--- src/rtl/lpa_result_collector.sv ---
// Drain end of the linear processing array: buffers skewed per-column lanes and re-serialises them row-major.
// Optional feature macro LPA_COLLECT_ROW_COUNT_EN adds a row_count output of fully emitted rows.
module lpa_result_collector #(
  parameter  int unsigned PE_NUMBER_I = 4,
  parameter  int unsigned DATA_WIDTH  = 16,
  parameter  int unsigned FIFO_DEPTH  = 4,
  parameter  int unsigned ID_ENABLE   = 0,
  parameter  int unsigned DEST_ENABLE = 0,
  parameter  int unsigned USER_ENABLE = 0,
  localparam int unsigned ID_WIDTH    = (ID_ENABLE   != 0) ? 8 : 1,
  localparam int unsigned DEST_WIDTH  = (DEST_ENABLE != 0) ? 8 : 1,
  localparam int unsigned USER_WIDTH  = (USER_ENABLE != 0) ? 8 : 1
) (
  input  logic                              clk,
  input  logic                              rst,
  input  logic [PE_NUMBER_I*DATA_WIDTH-1:0] s_axis_tdata,
  input  logic [PE_NUMBER_I-1:0]            s_axis_tvalid,
  output logic [PE_NUMBER_I-1:0]            s_axis_tready,
  input  logic [PE_NUMBER_I-1:0]            s_axis_tlast,
  input  logic [PE_NUMBER_I*ID_WIDTH-1:0]   s_axis_tid,
  input  logic [PE_NUMBER_I*DEST_WIDTH-1:0] s_axis_tdest,
  input  logic [PE_NUMBER_I*USER_WIDTH-1:0] s_axis_tuser,
  output logic [DATA_WIDTH-1:0]             m_axis_tdata,
  output logic                              m_axis_tvalid,
  input  logic                              m_axis_tready,
  output logic                              m_axis_tlast,
  output logic [ID_WIDTH-1:0]               m_axis_tid,
  output logic [DEST_WIDTH-1:0]             m_axis_tdest,
  output logic [USER_WIDTH-1:0]             m_axis_tuser,
  output logic                              err_unaligned_row
`ifdef LPA_COLLECT_ROW_COUNT_EN
  ,
  output logic [15:0]                       row_count
`endif
);

  localparam int unsigned AW       = $clog2(FIFO_DEPTH);
  localparam int unsigned PW       = AW + 1;
  localparam int unsigned SEL_W    = $clog2(PE_NUMBER_I);
  localparam int unsigned OFS_USER = DATA_WIDTH;
  localparam int unsigned OFS_DEST = OFS_USER + USER_WIDTH;
  localparam int unsigned OFS_ID   = OFS_DEST + DEST_WIDTH;
  localparam int unsigned OFS_LAST = OFS_ID + ID_WIDTH;
  localparam int unsigned ENT_W    = OFS_LAST + 1;

  logic [ENT_W-1:0]       lane_head [PE_NUMBER_I];
  logic [PE_NUMBER_I-1:0] lane_empty;
  logic [PE_NUMBER_I-1:0] lane_full;
  logic [PE_NUMBER_I-1:0] lane_push;
  logic [PE_NUMBER_I-1:0] lane_pop;
  logic                   ready_en_q;
  logic                   load;
  logic                   sel_last;
  logic [ENT_W-1:0]       head;

  logic [SEL_W-1:0]       sel_q, sel_d;
  logic                   m_valid_q, m_valid_d;
  logic [DATA_WIDTH-1:0]  m_data_q, m_data_d;
  logic                   m_last_q, m_last_d;
  logic [ID_WIDTH-1:0]    m_id_q, m_id_d;
  logic [DEST_WIDTH-1:0]  m_dest_q, m_dest_d;
  logic [USER_WIDTH-1:0]  m_user_q, m_user_d;
  logic                   row_last_q, row_last_d;
  logic                   err_q, err_d;

  // Input ready stays low during reset and for the release edge itself.
  always_ff @(posedge clk or negedge rst) begin
    if (!rst) ready_en_q <= 1'b0;
    else      ready_en_q <= 1'b1;
  end

  assign s_axis_tready = ~lane_full & {PE_NUMBER_I{ready_en_q}};
  assign lane_push     = s_axis_tvalid & s_axis_tready;

  // Per-lane FIFO with an extra wrap bit on the pointers to tell full from empty.
  for (genvar g = 0; g < PE_NUMBER_I; g++) begin : g_lane
    logic [ENT_W-1:0] mem_q [FIFO_DEPTH];
    logic [PW-1:0]    wr_q;
    logic [PW-1:0]    rd_q;
    logic [ENT_W-1:0] entry_in;

    assign entry_in = {s_axis_tlast[g],
                       s_axis_tid[g*ID_WIDTH +: ID_WIDTH],
                       s_axis_tdest[g*DEST_WIDTH +: DEST_WIDTH],
                       s_axis_tuser[g*USER_WIDTH +: USER_WIDTH],
                       s_axis_tdata[g*DATA_WIDTH +: DATA_WIDTH]};

    always_ff @(posedge clk or negedge rst) begin
      if (!rst) begin
        wr_q <= '0;
        rd_q <= '0;
      end else begin
        if (lane_push[g]) wr_q <= wr_q + PW'(1);
        if (lane_pop[g])  rd_q <= rd_q + PW'(1);
      end
    end

    always_ff @(posedge clk) begin
      if (lane_push[g]) mem_q[wr_q[AW-1:0]] <= entry_in;
    end

    assign lane_empty[g] = (wr_q == rd_q);
    assign lane_full[g]  = (wr_q[AW] != rd_q[AW]) && (wr_q[AW-1:0] == rd_q[AW-1:0]);
    assign lane_head[g]  = mem_q[rd_q[AW-1:0]];
    assign lane_pop[g]   = load && (sel_q == SEL_W'(g));
  end

  assign head     = lane_head[sel_q];
  assign sel_last = (sel_q == SEL_W'(PE_NUMBER_I - 1));
  assign load     = (!m_valid_q || m_axis_tready) && !lane_empty[sel_q];

  // Output register and strict column sequencing; a stalled lane blocks the whole row.
  always_comb begin
    sel_d      = sel_q;
    m_valid_d  = m_valid_q;
    m_data_d   = m_data_q;
    m_last_d   = m_last_q;
    m_id_d     = m_id_q;
    m_dest_d   = m_dest_q;
    m_user_d   = m_user_q;
    row_last_d = row_last_q;
    err_d      = err_q;
    if (load) begin
      m_valid_d = 1'b1;
      m_data_d  = head[DATA_WIDTH-1:0];
      m_last_d  = head[OFS_LAST] & sel_last;
      m_id_d    = (ID_ENABLE   != 0) ? head[OFS_ID   +: ID_WIDTH]   : '0;
      m_dest_d  = (DEST_ENABLE != 0) ? head[OFS_DEST +: DEST_WIDTH] : '0;
      m_user_d  = (USER_ENABLE != 0) ? head[OFS_USER +: USER_WIDTH] : '0;
      sel_d     = sel_last ? '0 : sel_q + SEL_W'(1);
      if (sel_q == '0)                       row_last_d = head[OFS_LAST];
      else if (head[OFS_LAST] != row_last_q) err_d      = 1'b1;
    end else if (m_axis_tready) begin
      m_valid_d = 1'b0;
    end
  end

  always_ff @(posedge clk or negedge rst) begin
    if (!rst) begin
      sel_q      <= '0;
      m_valid_q  <= 1'b0;
      m_data_q   <= '0;
      m_last_q   <= 1'b0;
      m_id_q     <= '0;
      m_dest_q   <= '0;
      m_user_q   <= '0;
      row_last_q <= 1'b0;
      err_q      <= 1'b0;
    end else begin
      sel_q      <= sel_d;
      m_valid_q  <= m_valid_d;
      m_data_q   <= m_data_d;
      m_last_q   <= m_last_d;
      m_id_q     <= m_id_d;
      m_dest_q   <= m_dest_d;
      m_user_q   <= m_user_d;
      row_last_q <= row_last_d;
      err_q      <= err_d;
    end
  end

  assign m_axis_tvalid     = m_valid_q;
  assign m_axis_tdata      = m_data_q;
  assign m_axis_tlast      = m_last_q;
  assign m_axis_tid        = m_id_q;
  assign m_axis_tdest      = m_dest_q;
  assign m_axis_tuser      = m_user_q;
  assign err_unaligned_row = err_q;

`ifdef LPA_COLLECT_ROW_COUNT_EN
  logic        lastcol_q;
  logic [15:0] row_count_q;

  // Counts rows on the output handshake of their final column, wrapping naturally.
  always_ff @(posedge clk or negedge rst) begin
    if (!rst) begin
      lastcol_q   <= 1'b0;
      row_count_q <= '0;
    end else begin
      if (load) lastcol_q <= sel_last;
      if (m_valid_q && m_axis_tready && lastcol_q) row_count_q <= row_count_q + 16'd1;
    end
  end

  assign row_count = row_count_q;
`endif

endmodule

--- config.mk ---
export PLATFORM = sky130hd
export DESIGN_NAME = lpa_result_collector
export DESIGN_NICKNAME = d
export VERILOG_FILES = /design/src/rtl/lpa_result_collector.sv
export SDC_FILE = /design/constraint.sdc
export NUM_CORES = 1
export LEC_CHECK = 0
export ABC_AREA = 1
export BUFFER_PORTS_ARGS = -buffer_cell sky130_fd_sc_hd__buf_4
export CORE_MARGIN = 2
export CORE_UTILIZATION = 46
export DETAILED_ROUTE_END_ITERATION = 7
export MAX_ROUTING_LAYER = met4
export PLACE_DENSITY = 0.66
export REMOVE_ABC_BUFFERS = 1
export SLEW_MARGIN = 15
export SYNTH_ARGS = -nofsm -noshare
export SYNTH_HDL_FRONTEND = slang
export SYNTH_SLANG_ARGS = --single-unit
--- constraint.sdc ---
create_clock -name clk -period 3.12 [get_ports clk]
set_input_delay 0.468 -clock clk [delete_from_list [all_inputs] [get_ports clk]]
set_output_delay 0.468 -clock clk [all_outputs]
set_load 0.1 [all_outputs]
Word-level counts from Yosys, hierarchy flattened:

Memory sizes are Yosys's and may differ from the RTL's.
Cells that the tools add are included.

* output and inout bits: 26
* memories: 4
* bits in registers: 47
* word-level logic and storage cells: 84
* bits of input ports: 87
* bits in writable memories: 320

Memories
* g_lane[0].mem_q: words 4, width 20, read ports 1, clocked after Yosys merged registers in 0, wr ports 1, RTL line 77 `logic [ENT_W-1:0] mem_q [FIFO_DEPTH];`
* g_lane[1].mem_q: words 4, width 20, read ports 1, clocked after Yosys merged registers in 0, wr ports 1, RTL line 77
* g_lane[2].mem_q: words 4, width 20, read ports 1, clocked after Yosys merged registers in 0, wr ports 1, RTL line 77
* g_lane[3].mem_q: words 4, width 20, read ports 1, clocked after Yosys merged registers in 0, wr ports 1, RTL line 77

* magnitude comparators: 2
* reductions and logical operators: 16
* muxes and demuxes: 16
* $add $sub $neg: 9
* bitwise logic cells: 6
* equal/unequal tests: 16

Operators with widths (number)
* $bmux W20 S2: 1
* $mux W20: 2
* $add A3 B1 Y3 const B: 8
* $eq A3 B3 Y1: 4
* $mux W1: 11
* $logic_and A1 B1 Y1: 9
* $and A4 B4 Y4: 2
* $eq A2 B2 Y1: 4
* $ne A1 B1 Y1: 5
* $eq A2 B2 Y1 const B: 2
* $not A4 Y4: 1
* $ge A3 B3 Y1 const B: 1
* $lt A2 B3 Y1 const B: 1
* $not A2 Y3: 1
* $reduce_and A3 Y1: 1
* $add A2 B1 Y2 const B: 1
* $bmux W1 S2: 1
* $eq A2 B1 Y1 const B: 1
* $logic_not A1 Y1: 2
* $logic_not A2 Y1: 1
* $mux W2: 1
* $reduce_and A2 Y1: 1
* $reduce_bool A2 Y1: 1
* $and A1 B1 Y1: 1
* 2 further kinds: 2

Depth between registers and ports, before layout:

* word-level depth: 7
* depth in mapped cells: 12
* gate-level depth less buffers: 11

Least setup slack after synthesis:

OpenSTA, ideal clock, no wires.

* path type: register to register
* start point: register g_lane[0].rd_q[0]
* end point: memory g_lane[0].mem_q[3][0] (netlist name) (enable)
* cell stages (with the launch flop): 11
* data required time: 2727 ps
* clock period less this slack: 2875 ps
* buffers on the path: 1
* arrival: 2482 ps
* setup slack: 245 ps
* setup time: 393 ps
* cells stage by stage: dfrtp_1 buf_6 inv_4 nand2_1 nand2_1 nor2_1 nand2_1 nand2_1 inv_1 nand2_2 nor2_1

* word-level cells in the longest chain between the ends: 7

Ends and longest elaborated chain
* from (decl): RTL line 79 `logic [PW-1:0] rd_q;`
* from (signal assigned): RTL line 94 `if (lane_pop[g]) rd_q <= rd_q + PW'(1);`
* $eq A2 B2 Y1: RTL line 103 `assign lane_full[g] = (wr_q[AW] != rd_q[AW]) && (wr_q[AW-1:0] == rd_q[AW-1:0]);`
* $logic_and A1 B1 Y1: RTL line 103
* $not A4 Y4: RTL line 72 `assign s_axis_tready = ~lane_full & {PE_NUMBER_I{ready_en_q}};`
* $and A4 B4 Y4: RTL line 72
* named net s_axis_tready[0]: RTL line 18 `output logic [PE_NUMBER_I-1:0] s_axis_tready,`
* $and A4 B4 Y4: RTL line 73 `assign lane_push = s_axis_tvalid & s_axis_tready;`
* $mux W1: RTL line 99 `if (lane_push[g]) mem_q[wr_q[AW-1:0]] <= entry_in;`
* $mux W1 (not written as such): RTL line 99
* to (decl): RTL line 77

The timed path passes the listed nets, and every way through them passes these cells.

Final worst setup path:

* start point: register g_lane[1].rd_q[0]
* end point: output s_axis_tready[1]

* word-level cells in the longest chain between the ends: 4

Ends and longest elaborated chain (RTL line)
* from (decl): 79
* from (signal assigned): 94
* $eq A2 B2 Y1: 103
* $logic_and A1 B1 Y1: 103
* $not A4 Y4: 72
* $and A4 B4 Y4: 72
* to (decl): 18

No other way between the ends.

==> flow_summary.rst <==
.. list-table::
   :header-rows: 1

   * - Metric
     - Value
   * - Synth unique cells
     - 28
   * - Die Area
     - about 0.030 mm^2
   * - Worst-path maximum fanout
     - 36
   * - Post-cts repair resize count
     - 0
   * - Period Utilization, post-route
     - 0.8370
   * - TritonCTS clock tree
     - built
   * - Number of enable-type register cells in the synthesized netlist
     - roughly 270
   * - Unrepaired setup endpoints after global routing
     - no
   * - Relative slew slack
     - 0.5257
   * - Max capacitance violation total
     - 0
   * - Post-synthesis area per instance
     - ~12 um^2
   * - Endpoint required time on the critical path
     - roughly 2.7 ns
   * - H-tree depth reported by CTS
     - 2
   * - Clock slew at reported path FFs
     - 0.06 ns
   * - Cells after DPL
     - 1603
   * - Max rail drop VDD
     - between 0.7 and 0.8 mV
   * - Die X-Extent
     - between 150 and 200 um
   * - Ys flop type
     - edfxtp_1
   * - Starting density of the core
     - 0.4653
   * - CTS Root Cell
     - clkbuf_16
   * - Floorplan Core Area
     - roughly 0.029 mm^2
   * - Leakage Power
     - approximately 6 nW
   * - Tightest hold margin
     - 0.1480 ns
   * - Final wirelength
     - between 20 and 30 mm
   * - Post-detailed-route DRC marker count
     - 0
   * - Detailed-router iteration count before antenna repair
     - 5
   * - Longest Clk Path Bufs
     - 3
   * - Status
     - completed
   * - Worst Skew
     - roughly 0.019 ns
   * - Worst-margin pin slew
     - around 0.71 ns
   * - Final sum of negative setup slack
     - 0 ns
   * - Hold violation total from the final report
     - 0
   * - Vias in the first global route
     - about 8100
   * - Buffers on Ports
     - 97
   * - P&R area growth vs syn
     - 17.11%
   * - Final weighted congestion in routability-driven placement
     - approximately 0.80
   * - TritonCTS buffer count
     - 35
   * - Final layout net count
     - 1368
   * - Number of antenna violations at the first check in global routing
     - 0
   * - Post-CTS setup buffers
     - 0
   * - Worst setup SP type
     - flop
   * - Clock period minus worst slack
     - about 2.6 ns
   * - Start-to-end type of the worst setup path
     - flop to output port
   * - Final-report max-slew violation count
     - 0
   * - Worst-Skew Late Latency
     - 0.51 ns
   * - Global-route wire length before repair
     - about 46 mm
   * - Via total after detailed routing
     - 8618
   * - Post-synth ARST share
     - 0.1473
   * - Synthesized cell area
     - 0.01332 mm^2
   * - I/O pin count
     - roughly 110
   * - Number of flip-flops and latches in the synthesized netlist
     - between 300 and 400
   * - Avg WL per Cell
     - ~18 um
   * - Overall die height
     - between 150 and 200 um
   * - Upper clock frequency limit
     - around 380 MHz
   * - Detailed-route vias per instance
     - approximately 5.2
   * - Maximum number of pins on one net before global-route repair
     - 48
   * - Sequential fraction of the synthesis area
     - 0.7016
   * - Yosys warns
     - 0
   * - Final HPWL DP
     - roughly 19 mm
   * - Number of design-rule violations left by the first detailed-router iteration
     - between 700 and 800
   * - Total congestion overflow
     - 0
   * - Finish-stage setup viols
     - 0
   * - Worst hold path class
     - input pin to flop
   * - Cell Count, Final, Fillers Out
     - roughly 1700
   * - CP arrival
     - 2.14 ns
   * - Instance count of the mapped netlist
     - roughly 1100
   * - N_diodes
     - 0
   * - Share of cells above drive strength 1
     - 0.1567
   * - Kind of end point of the critical path
     - output port
   * - Row Count
     - slightly above 60
   * - Number of clock sinks
     - around 320
   * - Number of routed nets with antenna violations
     - 0
   * - GRT Resource Usage Total
     - 0.2010
   * - Ratio of total power to cell area
     - around 1000 mW/mm^2
==> stage by stage <==
stage | area (um^2) | total power [mW] | worst slack, ns | utilization
after floorplan | 13000 | 9.723 | -0.4820 | -
after global placement | 14470 | 11.64 | 0.8710 | 0.5053
after detailed placement | 14470 | 11.76 | 0.8349 | 0.5053
after CTS | 15600 | 15.72 | 0.4538 | 0.5449
after global routing | 15600 | 16.58 | 0.3194 | 0.5449
final | 15600 | 15.64 | 0.5085 | 0.5449
==> cell usage after synthesis (5+ instances only) <==
| master | count | share of area |
|---|---|---|
| a21oi_1 | 12 | 0.0045 |
| edfxtp_1 | 272 | 0.61 |
| o211ai_1 | 38 | 0.021 |
| buf_2 | 20 | 0.0075 |
| nand2_1 | 150 | 0.042 |
| nand3_1 | 46 | 0.017 |
| nor2_1 | 236 | 0.067 |
| inv_1 | 56 | 0.016 |
| xor2_1 | 8 | 0.0053 |
| ha_1 | 24 | 0.023 |
| o22ai_1 | 10 | 0.0047 |
| buf_4 | 8 | 0.0045 |
| inv_2 | 5 | 0.0014 |
| buf_6 | 6 | 0.0051 |
| o21ai_0 | 146 | 0.055 |
| dfrtp_1 | 47 | 0.088 |
| clkbuf_1 | 23 | 0.0065 |
| o21ai_1 | 12 | 0.0045 |
==> cell type report <==
class | count | area (um^2)
Clock inverter | 15 | 115.1
Timing Repair Buffer | 132 | 993.5
Clock buffer | 48 | 1007
Fill cell | 2365 | 13030
Multi-Input combinational cell | 705 | 3410
Sequential cell | 319 | 9344
Inverter | 64 | 247.7
Tap cell | 384 | 480.5
==> cell families after synthesis <==
family / after synthesis / share of synthesized area
simple gates: 447 / 0.1344
flops: 319 / 0.7015
other cells: 2 / 0.0005639
compound gates: 218 / 0.09000
fa+ha+maj: 24 / 0.02255
xor+xnor: 12 / 0.007891
buf+inv: 124 / 0.04302
==> power by group <==
group / internal, mW / switching, mW / total, mW
combinational: 1.62 / 4.30 / 5.92
sequential: 5.36 / 0.398 / 5.75
clock: 2.35 / 1.61 / 3.97
==> critical path, cell delays in order, from the launching register on <==
cell and delay (ns):
dfrtp_1 0.55, inv_4 0.34, nand2_1 0.10, nand2_1 0.08, nor2_1 0.05, nand2_1 0.05
nand2_1 0.06, inv_1 0.10, buf_4 0.30
==> cells in the final DEF (no fill, tap or decap), types with 5 or more instances in the layout <==
cell type	netlist	final
buf_4	8	131
o211ai_1	38	38
clkinv_1	0	5
clkbuf_16	0	37
o21ai_0	146	146
nor2_1	236	236
clkinv_2	0	5
inv_2	5	5
nand3_1	46	46
o21ai_1	12	12
inv_1	56	56
dfrtp_1	47	47
o22ai_1	10	10
ha_1	24	24
nand2_1	150	150
a21oi_1	12	12
edfxtp_1	272	272
clkbuf_1	23	7
xor2_1	8	8
==> timing repair <==
action                     4_1_cts  5_1_grt
setup endpoints to repair        0        0
hold buffers                     1        0
hold endpoints to repair        22        0
==> per-layer routing <==
metal  track usage  vias up  wire [um]
li1              -     4188          -
met1        0.2735     4150      13150
met2        0.3146      226      14080
met3       0.03346       54       1565
met4       0.05742        0        641
met5             -        -          0
==> worst paths after layout <==
path	from	end	slack (ns)	cells after the start
min	s_axis_tdata[51]	g_lane[3].mem_q[0][3]	0.15	1
min reg2reg	err_unaligned_row	err_unaligned_row	0.46	2
max	g_lane[1].rd_q[0]	s_axis_tready[1]	0.51	8
min in group asynchronous	rst	g_lane[0].wr_q[0]	0.52	2
max in group asynchronous	rst	g_lane[1].wr_q[1]	2.16	2
max reg2reg	g_lane[1].rd_q[0]	g_lane[1].mem_q[3][9]	0.85	10
==> sequential cells by signal (all words and copies together), names as in the netlist <==
signal and cells:
m_axis_tdata 16, m_axis_tvalid 1, ready_en_q 1, m_axis_tlast 1, g_lane.rd_q 12, row_last_q 1, err_unaligned_row 1, g_lane.mem_q 272
g_lane.wr_q 12, sel_q 2
Power figures use the tool's default switching activity.
